==> config.mk <==
export PLATFORM = sky130hd
export DESIGN_NAME = sqrt_sched
export DESIGN_NICKNAME = d
export VERILOG_FILES = /design/src/rtl/sqrt_sched.sv
export SDC_FILE = /design/constraint.sdc
export NUM_CORES = 1
export LEC_CHECK = 0
export BUFFER_PORTS_ARGS = -buffer_cell sky130_fd_sc_hd__buf_2
export CORE_ASPECT_RATIO = 0.9
export CORE_MARGIN = 1
export CORE_UTILIZATION = 39
export DETAILED_ROUTE_END_ITERATION = 12
export HOLD_SLACK_MARGIN = 0.06
export PLACE_DENSITY = 0.73
export SYNTH_ARGS = -nofsm -noshare
export SYNTH_HDL_FRONTEND = slang
export SYNTH_SLANG_ARGS = --single-unit
==> constraint.sdc <==
create_clock -name clk_i -period 1.6 [get_ports clk_i]
set_clock_uncertainty 0.15 [all_clocks]
set_input_delay 0.08 -clock clk_i [delete_from_list [all_inputs] [get_ports clk_i]]
set_output_delay 0.08 -clock clk_i [all_outputs]
set_load 0.005 [all_outputs]
==> src/rtl/sqrt_sched.sv <==
// Round-robin scheduler sharing one sqrt engine between two requesters.
// Optional engine watchdog enabled by defining SQRT_SCHED_TIMEOUT_EN.
//
// state     | meaning
// IDLE      | waiting for a request; grants one combinationally
// ISSUE     | one-cycle start pulse to the engine
// WAIT_ACK  | waiting for the engine to report busy
// WAIT_DONE | waiting for the engine to return to idle
// RESP      | one-cycle result strobe to the owner
module sqrt_sched #(
   parameter int TIMEOUT_CYC = 64
) (
   input  logic        clk_i,
   input  logic        rst_i,
   input  logic [1:0]  req_valid_i,
   input  logic [15:0] req_x_i,
   output logic [1:0]  req_ready_o,
   output logic [1:0]  resp_valid_o,
   output logic [3:0]  resp_y_o,
   output logic        resp_err_o,
   output logic        eng_start_o,
   output logic [7:0]  eng_x_o,
   input  logic [1:0]  eng_busy_i,
   input  logic [3:0]  eng_y_i
);

   typedef enum logic [2:0] {IDLE, ISSUE, WAIT_ACK, WAIT_DONE, RESP} state_t;

   state_t      state_q;
   logic        last_q;
   logic        owner_q;
   logic [7:0]  x_q;
   logic [3:0]  y_q;
   logic [1:0]  resp_valid_q;
   logic        err_q;
   logic        start_q;
   logic [1:0]  gnt_d;
   logic        wd_hit;
   logic        unused_cfg;

   assign unused_cfg = |TIMEOUT_CYC;

   always_comb begin
      gnt_d = 2'b00;
      if (state_q == IDLE && !rst_i) begin
         case (req_valid_i)
            2'b01:   gnt_d = 2'b01;
            2'b10:   gnt_d = 2'b10;
            2'b11:   gnt_d = last_q ? 2'b01 : 2'b10;
            default: gnt_d = 2'b00;
         endcase
      end
   end

`ifdef SQRT_SCHED_TIMEOUT_EN
   localparam int WD_W = $clog2(TIMEOUT_CYC + 1);
   logic [WD_W-1:0] wd_q;

   always_ff @(posedge clk_i or posedge rst_i) begin
      if (rst_i)
         wd_q <= '0;
      else if (state_q == ISSUE)
         wd_q <= '0;
      else if (state_q == WAIT_ACK || state_q == WAIT_DONE)
         wd_q <= wd_q + 1'b1;
   end

   assign wd_hit = (state_q == WAIT_ACK || state_q == WAIT_DONE) &&
                   (wd_q == WD_W'(TIMEOUT_CYC - 1));
   assign resp_err_o = err_q;
`else
   assign wd_hit     = 1'b0;
   assign resp_err_o = 1'b0;
`endif

   always_ff @(posedge clk_i or posedge rst_i) begin
      if (rst_i) begin
         state_q      <= IDLE;
         last_q       <= 1'b1;
         owner_q      <= 1'b0;
         x_q          <= '0;
         y_q          <= '0;
         resp_valid_q <= '0;
         err_q        <= 1'b0;
         start_q      <= 1'b0;
      end else begin
         start_q      <= 1'b0;
         resp_valid_q <= '0;
         err_q        <= 1'b0;
         case (state_q)
            IDLE: begin
               if (gnt_d != 2'b00) begin
                  owner_q <= gnt_d[1];
                  last_q  <= gnt_d[1];
                  x_q     <= gnt_d[1] ? req_x_i[15:8] : req_x_i[7:0];
                  start_q <= 1'b1;
                  state_q <= ISSUE;
               end
            end
            ISSUE: state_q <= WAIT_ACK;
            WAIT_ACK, WAIT_DONE: begin
               // Watchdog abort takes priority over a completion in the same cycle.
               if (wd_hit) begin
                  y_q          <= '0;
                  err_q        <= 1'b1;
                  resp_valid_q <= owner_q ? 2'b10 : 2'b01;
                  state_q      <= RESP;
               end else if (state_q == WAIT_ACK) begin
                  if (eng_busy_i != 2'b00)
                     state_q <= WAIT_DONE;
               end else if (eng_busy_i == 2'b00) begin
                  y_q          <= eng_y_i;
                  resp_valid_q <= owner_q ? 2'b10 : 2'b01;
                  state_q      <= RESP;
               end
            end
            RESP:    state_q <= IDLE;
            default: state_q <= IDLE;
         endcase
      end
   end

   assign req_ready_o  = gnt_d;
   assign resp_valid_o = resp_valid_q;
   assign resp_y_o     = y_q;
   assign eng_start_o  = start_q;
   assign eng_x_o      = x_q;

endmodule
==> impl_metrics.toml, run 1 <==
[clocking]
tritoncts = "done"
clkTransAtPathRegs_ns = 0.11
h-tree-depth = 1
numCtsBuffers = 3
clock_path_buffers = 2
clock_latency_ns = 0.30
cts_root_buf = "clkbuf_4"
cts_num_sinks = 20

[drt]
drtIter0Drc = 23
wl_met1_um = 1257
dr_wl_met3_um = 169
drt-wirelength-per-cell_um = 18.98
drc = 0
via_per_inst = 5.712
postRouteAntennaNets = 0
vias = 971
firstDrtPassIters = 4
dr_wl_met2_um = 1688
wl_um = 3227
highest_layer = "met4"

[die]
start_util = 0.4340
rows = 15
core_um2 = 2027
die_w_um = 52.06
pin_count = 44
die-area_um2 = 2450
die_y_um = 47.06

[timing]
setup_viol = 15
min_period_ns = 1.802
fin_hold_ws_ns = 0.09327
report.final.slew_viol_count = 0
setup_slack_ns = -0.2016
rsz0062_at_grt = "true"
fmax_ghz = 0.5551
slew_headroom = 0.6180
worst_pin_slew_ns = 0.5709
min_period_over_period = 1.126
hold_violations = 0

[power_and_ir_drop]
ir_drop_uv = 1121
powerDensity_nw_per_um2 = 1413
power_leakage_uw = 0.0007319

[grt]
grt_max_degree = 17
gr-usage-all-layers = 0.2622
globalRoute.totalOverflow = 0
antenna_found_initial = 0
grt_pass1_wl_um = 4381
grt_pass1_vias = 918

[setup_path]
path_buf_inv = 1
path_class = "reg -> out"
crit_path_top_delay_cell = "or4_4"
worstPathMaxFanout = 3
cp.required_ns = 1.37
r2r-end = "eng_x_o[7]$_DFFE_PP0P_"
critPathMaxStageDelay_ns = 0.57
rr_startpoint = "state_q[2]$_DFFE_PP0P_"
cp-end-kind = "output pin"
r2r_cells = 4
r2r_slack_ns = -0.20
cp-start-kind = "flop"
cp.arrival_ns = 1.57
crit_chain = "or4_4, nor3_4, buf_2"
cp_top_family = "simple AND/OR/NAND/NOR gates"

[placed_design]
place_ws_ns = 0.02046
numPortBuffers = 42
place.gp.congestion = 0.7059
hpwl_um = 1583

[worst_hold_path]
min_to = "owner_q$_DFFE_PP0P_"
min-delay-start = "rst_i"
holdPathStages = 4
hold_path_class = "in -> reg"

[status]
status = "finished, violations left"
violations = "setup timing"

[final_layout]
nFillCells = 119
final_nets = 171
multiInputGateArea_um2 = 437.9
drive_gt1_frac = 0.5417
seq_area_um2 = 501.7
area_delta_synth_final_pct = 79.23
fin_util = 0.7778

[synthesis]
yosysTopAreaCell = "dfrtp_1"
synth_top_area_share = 0.5405
ys_warn_count = 0
syn_inst = 67
ys_ff_latch = 20
synth_cell_types = 28
syn_nets = 93
yosys-top-cells-area = "dfrtp_1 (54%), a2bb2oi_1 (8.0%), o32ai_1 (8.0%), mux2_2 (5.1%), dfstp_2 (3.0%)"
synth_area_per_cell_um2 = 13.13
synth_area_um2 = 879.6
ys_seq_area_frac = 0.5704

[job]
max-cap-violations = 0
-- logic make-up after synthesis --
logic type	Yosys count	share of synthesized area
and+or+nand+nor	13	0.1266
buffers and inverters	6	0.03129
muxes	4	0.05121
other	1	0.004263
DFF	20	0.5704
AOI/OAI and AO/OA	23	0.2162
-- metrics by stage --
| stage | total power, uW | cell area [um2] | cells | TNS, ns |
|---|---|---|---|---|
| 6_report | 2227 | 1577 | 170 | -1.596 |
| 5_1_grt | 2338 | 1574 | 169 | -2.302 |
| 4_1_cts | 2089 | 1503 | 166 | -0.9461 |
| 3_5_place_dp | 1529 | 1139 | 135 | 0 |
| 3_3_place_gp | 1498 | 1139 | 135 | 0 |
| 2_1_floorplan | 1213 | 879.6 | 67 | 0 |
-- how the worst max path moves through the flow --
| stage | startpoint | end | slack (ns) | cells after the start |
|---|---|---|---|---|
| 2_1_floorplan | state_q[2]$_DFFE_PP0P_ | eng_x_o[0]$_DFFE_PP0P_ | 0.06 | 3 |
| 3_3_place_gp | state_q[1]$_DFFE_PP0P_ | req_ready_o[0] | 0.04 | 3 |
| 3_5_place_dp | state_q[1]$_DFFE_PP0P_ | eng_x_o[6]$_DFFE_PP0P_ | 0.02 | 3 |
| 4_1_cts | state_q[1]$_DFFE_PP0P_ | req_ready_o[0] | -0.24 | 3 |
| 5_1_grt | state_q[2]$_DFFE_PP0P_ | req_ready_o[0] | -0.27 | 3 |
| 6_report | state_q[2]$_DFFE_PP0P_ | req_ready_o[0] | -0.20 | 3 |
-- layer usage --
layer,track usage,vias to the layer above
li1,-,417
met1,0.2854,480
met2,0.4718,60
met3,0.08091,14
met4,0.1297,0
met5,0,-
-- report_power, final --
group	leakage, uW	switching [uW]	internal [uW]
sequential	0.000236	157	725
combinational	0.000468	387	551
clock	0.0000279	154	253
total	0.000732	698	1530
-- worst register-to-register path: cells and delay by family, from the launching register on --
kind | cells | cell delay, ns
AND/OR/NAND/NOR | 2 | 0.75
flip-flops | 1 | 0.42
AO/OA/AOI/OAI | 1 | 0.21
buffers and inverters | 1 | 0.19
-- cell type report --
class | count | area share
diodes | 1 | 0.001587
clock buffers | 3 | 0.01429
clock inverters | 1 | 0.01905
inverters | 2 | 0.004762
multi-input cells | 42 | 0.2778
flip-flops and latches | 20 | 0.3183
well taps | 25 | 0.01984
repair buffers | 76 | 0.3444
-- repair_timing --
item | CTS | global route
cloned | 1 | 0
resized for setup | 7 | 12
buffers inserted | 1 | 3
setup endpoints to repair | 4 | 10
pin swaps | 2 | 6
hold buffers | 25 | 0
hold endpoints to repair | 36 | 0
-- layout by cell type, fill, tap and decap left out, types with 3 or more instances in the layout --
cell	synthesis	routed
o32ai_1	8	8
buf_2	1	42
buf_4	1	5
dfrtp_1	19	19
buf_6	0	4
clkbuf_4	0	3
dlygate4sd3_1	0	25
a2bb2oi_2	0	7
-- state kept, by name, indices dropped and copies added, names as in the netlist --
| name | cells |
|---|---|
| eng_x_o | 8 |
| owner_q | 1 |
| state_q | 3 |
| eng_start_o | 1 |
| resp_y_o | 4 |
| resp_valid_o | 2 |
| last_q | 1 |
-- cell usage after synthesis --
| cell type | n |
|---|---|
| dfrtp_1 | 19 |
| a2bb2oi_1 | 8 |
| o32ai_1 | 8 |
| mux2_2 | 4 |
| nor2_1 | 3 |
| clkbuf_1 | 2 |
| nor2b_1 | 2 |
| a21bo_2 | 1 |
| a21o_1 | 1 |
| a21oi_1 | 1 |
| a22o_1 | 1 |
| a31oi_1 | 1 |
| and2_1 | 1 |
| and4b_2 | 1 |
| buf_2 | 1 |
| buf_4 | 1 |
| clkinv_1 | 1 |
| conb_1 | 1 |
| dfstp_2 | 1 |
| inv_1 | 1 |
| nand2_1 | 1 |
| nor2_8 | 1 |
| nor3_1 | 1 |
| nor4_4 | 1 |
| o21ai_0 | 1 |
| o21bai_1 | 1 |
| or4_2 | 1 |
| or4_4 | 1 |
(Power assumes the default switching activity.)
==> inputs of run 2 (changes only) <==
--- a/config.mk
+++ b/config.mk
@@ -11,7 +11,8 @@
 export CORE_UTILIZATION = 39
 export DETAILED_ROUTE_END_ITERATION = 12
 export HOLD_SLACK_MARGIN = 0.06
-export PLACE_DENSITY = 0.73
+export PLACE_DENSITY_LB_ADDON = 0.2
+export RECOVER_POWER = 50
 export SYNTH_ARGS = -nofsm -noshare
 export SYNTH_HDL_FRONTEND = slang
 export SYNTH_SLANG_ARGS = --single-unit
==> impl_metrics.toml, run 2 (same netlist as run 1, synthesis figures left out) <==
[grt]
grtUsageMet1 = 0.2843
grt_max_degree = 12
grt_pass1_vias = 866
grt_pass1_wl_um = 4236
gr-usage-all-layers = 0.2569
busiest_layer = "met2"
use_met2 = 0.4564
globalRoute.totalOverflow = 0
grtUsageMet3 = 0.07443
antenna_found_initial = 0

[timing]
rsz0062_at_grt = "true"
setup_viol = 10
fin_hold_ws_ns = 0.1615
min_period_ns = 1.723
fmax_ghz = 0.5804
slew_headroom = 0.6005
finalSetupTns_ns = -0.4674
setup_slack_ns = -0.1228
worst_pin_slew_ns = 0.5992
min_period_over_period = 1.077
report.final.slew_viol_count = 0
hold_violations = 0

[clocking]
cts_root_buf = "clkbuf_4"
clock_latency_ns = 0.30
clkTransAtPathRegs_ns = 0.10
numCtsBuffers = 3
cts_num_sinks = 20
clock_path_buffers = 2
tritoncts = "done"
h-tree-depth = 1

[final_layout]
layout_commonest_cell = "buf_2"
fin_util = 0.7519
drive_gt1_frac = 0.5069
nFillCells = 144
largest_reg_flops = 8
final_cell_mix = "buf_2 (39), dlygate4sd3_1 (26), dfrtp_1 (19), o32ai_1 (8), a2bb2oi_2 (8)"
final_nets = 171
area_delta_synth_final_pct = 73.26
finalNonFillerCells = 169
diodes = 0

[power_and_ir_drop]
power.share.combinational = 0.438
p_int_uw = 1329
powerDensity_nw_per_um2 = 1292
ir_drop_uv = 1054
power_leakage_uw = 0.0006964
swShare = 0.3251
pwr-share-clk = 0.121
seq_power_share = 0.440
p_sw_uw = 640.3

[die]
die-area_um2 = 2450
rows = 15
pin_count = 44
core_um2 = 2027
start_util = 0.4340
die_y_um = 47.06
die_w_um = 52.06

[drt]
postRouteAntennaNets = 0
vias = 918
via_per_inst = 5.432
drtIter0Drc = 13
drc = 0
wl_um = 2783
firstDrtPassIters = 5
drt-wirelength-per-cell_um = 16.47

[placed_design]
hpwl_um = 1608
place.gp.congestion = 0.7620
placedCellCount = 135
place_ws_ns = -0.01251
numPortBuffers = 42

[setup_path]
cp-start-kind = "flop"
critPathMaxStageDelay_ns = 0.55
crit_chain = "or4_4, nor2_4, buf_2"
worstPathMaxFanout = 3
cp.required_ns = 1.37
r2r_cells = 4
r2r_slack_ns = -0.05
rr_startpoint = "state_q[2]$_DFFE_PP0P_"
r2r-end = "eng_x_o[0]$_DFFE_PP0P_"
cp-end-kind = "output pin"
path_class = "reg -> out"
crit_path_top_delay_cell = "or4_4"
cp.arrival_ns = 1.49

[worst_hold_path]
min-delay-start = "rst_i"
holdPathStages = 4
hold_path_class = "in -> reg"
min_to = "eng_start_o$_DFF_PP0_"

[status]
violations = "setup timing"
status = "finished, violations left"

[job]
max-cap-violations = 0
[run 2: changes by cell type in the layout (fill, tap and decap cells not counted), moves of 2 or more]
| cell | before | now |
|---|---|---|
| clkbuf_1 | 0 | 4 |
| mux2_2 | 2 | 4 |
| mux2_4 | 2 | 0 |
| buf_6 | 4 | 1 |
| buf_2 | 42 | 39 |
[run 2: worst max-delay path: cells and delay by family (launching register included)]
kind | cells | cell delay [ns]
AND/OR/NAND/NOR | 2 | 0.68
buffers and inverters | 1 | 0.12
flip-flops | 1 | 0.39
[run 2: area by class of cell]
cell class	count	area [um2]	area share
Clock buffer	4	26.28	0.01724
Inverter	2	7.507	0.004926
Multi-Input combinational cell	42	430.4	0.2824
Sequential cell	20	501.7	0.3292
Tap cell	25	31.28	0.02053
Timing Repair Buffer	76	526.8	0.3456
[run 2: how the worst max path moves through the flow]
stage / start / to / slack, ns
2_1_floorplan: state_q[2]$_DFFE_PP0P_ / eng_x_o[0]$_DFFE_PP0P_ / 0.06
4_1_cts: state_q[1]$_DFFE_PP0P_ / req_ready_o[0] / -0.18
6_report: state_q[2]$_DFFE_PP0P_ / req_ready_o[1] / -0.12
3_3_place_gp: state_q[0]$_DFFE_PP0P_ / eng_x_o[0]$_DFFE_PP0P_ / 0.08
3_5_place_dp: state_q[0]$_DFFE_PP0P_ / eng_x_o[0]$_DFFE_PP0P_ / -0.01
5_1_grt: state_q[2]$_DFFE_PP0P_ / req_ready_o[1] / -0.19
[run 2: per-stage QoR]
stage	cell area, um2	power, uW
after global routing	1524	2097
after global placement	1139	1495
after CTS	1480	1889
after floorplan	879.6	1213
after detailed placement	1139	1530
final	1524	1969
[run 2: power groups by stage]
stage               registers [uW]  logic, uW  clock network (uW)
finish                         867        863                 239
global route                   891        932                 274
CTS                            846        791                 251
detailed placement             860        670                   0
global placement               847        648                   0
floorplan                      880        332                   0
[run 2: repair_timing]
item | 4_1_cts | 5_1_grt
setup endpoints to repair | 6 | 10
resized for setup | 6 | 8
hold buffers | 26 | 0
pin swaps | 5 | 2
setup buffers | 2 | 1
gates cloned | 1 | 0
hold endpoints to repair | 37 | 0
[run 2: per-layer routing]
metal  part of all wire  routed length, um
met5                  0                  0
met2               0.52               1443
met4              0.043                119
met3              0.047                132
met1               0.39               1087
==> inputs of run 3 (changes only) <==
--- a/config.mk
+++ b/config.mk
@@ -10,6 +10,7 @@
 export CORE_MARGIN = 1
 export CORE_UTILIZATION = 39
 export DETAILED_ROUTE_END_ITERATION = 12
+export GPL_TIMING_DRIVEN = 0
 export HOLD_SLACK_MARGIN = 0.06
 export PLACE_DENSITY_LB_ADDON = 0.2
 export RECOVER_POWER = 50
==> impl_metrics.toml, run 3 (same netlist as run 1, synthesis figures left out) <==
[status]
status = "finished, violations left"
violations = "setup timing"

[placed_design]
place.gp.congestion = 0.7825
dpl_cell_area_um2 = 1121
numPortBuffers = 42
hpwl_um = 1505

[worst_hold_path]
hold_path_class = "in -> reg"

[grt]
grt_pass1_vias = 931
gr-usage-all-layers = 0.2516
antenna_found_initial = 0
grt_max_degree = 21
grt_pass1_wl_um = 4298
globalRoute.totalOverflow = 0

[drt]
drc = 0
postRouteAntennaNets = 0
via_per_inst = 5.380
firstDrtPassIters = 4
drtIter0Drc = 12
vias = 920
wl_um = 2908
drt-wirelength-per-cell_um = 17.01

[timing]
worst_pin_slew_ns = 0.7633
setup_slack_ns = -0.1686
min_period_over_period = 1.105
setup_viol = 10
fmax_ghz = 0.5654
rsz0062_at_grt = "true"
report.final.slew_viol_count = 0
min_period_ns = 1.769
slew_headroom = 0.4906
hold_violations = 0

[power_and_ir_drop]
ir_drop_uv = 927.0
p_total_uw = 2012
power_leakage_uw = 0.0006885
powerDensity_nw_per_um2 = 1303

[setup_path]
worstPathMaxFanout = 3
path_buf_inv = 1
crit_path_top_delay_cell = "or4_4"
path_class = "reg -> out"
cp-end-kind = "output pin"
crit_chain = "or4_4, nor2_4, buf_2"
cp-start-kind = "flop"
r2r_slack_ns = -0.10
cp.required_ns = 1.37
critPathMaxStageDelay_ns = 0.55
cp_top_family = "simple AND/OR/NAND/NOR gates"
cp.arrival_ns = 1.54

[final_layout]
area_delta_synth_final_pct = 75.53
diodes = 0
nFillCells = 133
largest_reg_flops = 8
design_area_um2 = 1544
final_nets = 173
drive_gt1_frac = 0.4932
layout_commonest_cell = "buf_2"
final_cell_mix = "buf_2 (31), dlygate4sd3_1 (25), dfrtp_1 (16), clkbuf_1 (12)"

[die]
start_util = 0.4340
pin_count = 44
die-area_um2 = 2450
die_y_um = 47.06
die_w_um = 52.06
rows = 15
core_um2 = 2027

[clocking]
cts_root_buf = "clkbuf_4"
cts_num_sinks = 20
clock_path_buffers = 2
numCtsBuffers = 3
clock_latency_ns = 0.31
h-tree-depth = 1
clkTransAtPathRegs_ns = 0.12
tritoncts = "done"

[job]
max-cap-violations = 0
[run 3: cell count changes in the layout (fill, tap and decap cells not counted)]
cell / before / now
dfrtp_1: 19 / 16
dfrtp_2: 0 / 3
buf_2: 39 / 31
clkbuf_1: 4 / 12
buf_6: 1 / 3
buf_1: 1 / 0
dlygate4sd3_1: 26 / 25
buf_4: 6 / 8
or4_2: 1 / 0
or4_4: 1 / 2
[run 3: path summary, 6_finish.rpt]
kind                                        endpoint  cells after the start                    from
min                              owner_q$_DFFE_PP0P_                      4                   rst_i
min in group asynchronous        owner_q$_DFFE_PP0P_                      3                   rst_i
max in group asynchronous     state_q[2]$_DFFE_PP0P_                      3                   rst_i
max reg2reg                   eng_x_o[1]$_DFFE_PP0P_                      4  state_q[1]$_DFFE_PP0P_
max                                   req_ready_o[1]                      3  state_q[1]$_DFFE_PP0P_
min reg2reg                resp_valid_o[0]$_DFF_PP0_                      1     owner_q$_DFFE_PP0P_
[run 3: layer usage]
metal  part of all wire  up-vias  GRT usage
met5                  0        -          0
met4              0.014        0     0.1081
li1                   -      418          -
met1               0.43      448     0.3035
met3              0.060        6    0.05502
met2               0.50       48     0.4410
[run 3: metrics by stage]
step                        util  hold WS, ns  setup TNS (ns)  instances  setup WS, ns
after floorplan                -      -0.1069               0         67       0.05952
after global placement    0.5531       0.1363         -0.1331        134      -0.03007
after detailed placement  0.5531       0.1383         -0.3723        134      -0.05203
after CTS                 0.7519      0.05722         -0.9534        171       -0.1689
after global routing      0.7617      0.07550          -1.263        171       -0.2055
final                     0.7617      0.07016          -1.031        171       -0.1686
[run 3: tightest hold or removal path: cells and delay by family]
family,cells,cell delay (ns)
and+or+nand+nor,2,0.18
buffers and inverters,1,0.09
AOI/OAI and AO/OA,1,0.14
[run 3: repair_timing]
| action | in CTS | in global routing |
|---|---|---|
| setup endpoints to repair | 12 | 16 |
| pin swaps | 4 | 3 |
| hold buffers | 25 | 0 |
| endpoints found under the hold margin | 35 | 0 |
| setup buffers | 7 | 2 |
| gates resized for setup | 14 | 7 |
| gates cloned | 1 | 0 |
[run 3: final cells by class]
type,instances,area [um2],area share
multi-input combinational,42,432.9,0.2804
tap,25,31.28,0.02026
clock buffer,4,26.28,0.01702
buffer,2,18.77,0.01216
inverter,2,7.507,0.004862
sequential,20,505.5,0.3274
timing repair buffer,76,521.8,0.3379
[run 3: report_power, final]
part | total, uW | leakage [uW] | switching (uW) | internal [uW]
registers | 867 | 0.000233 | 137 | 730
clock network | 252 | 0.0000150 | 155 | 97.4
logic | 893 | 0.000440 | 382 | 511
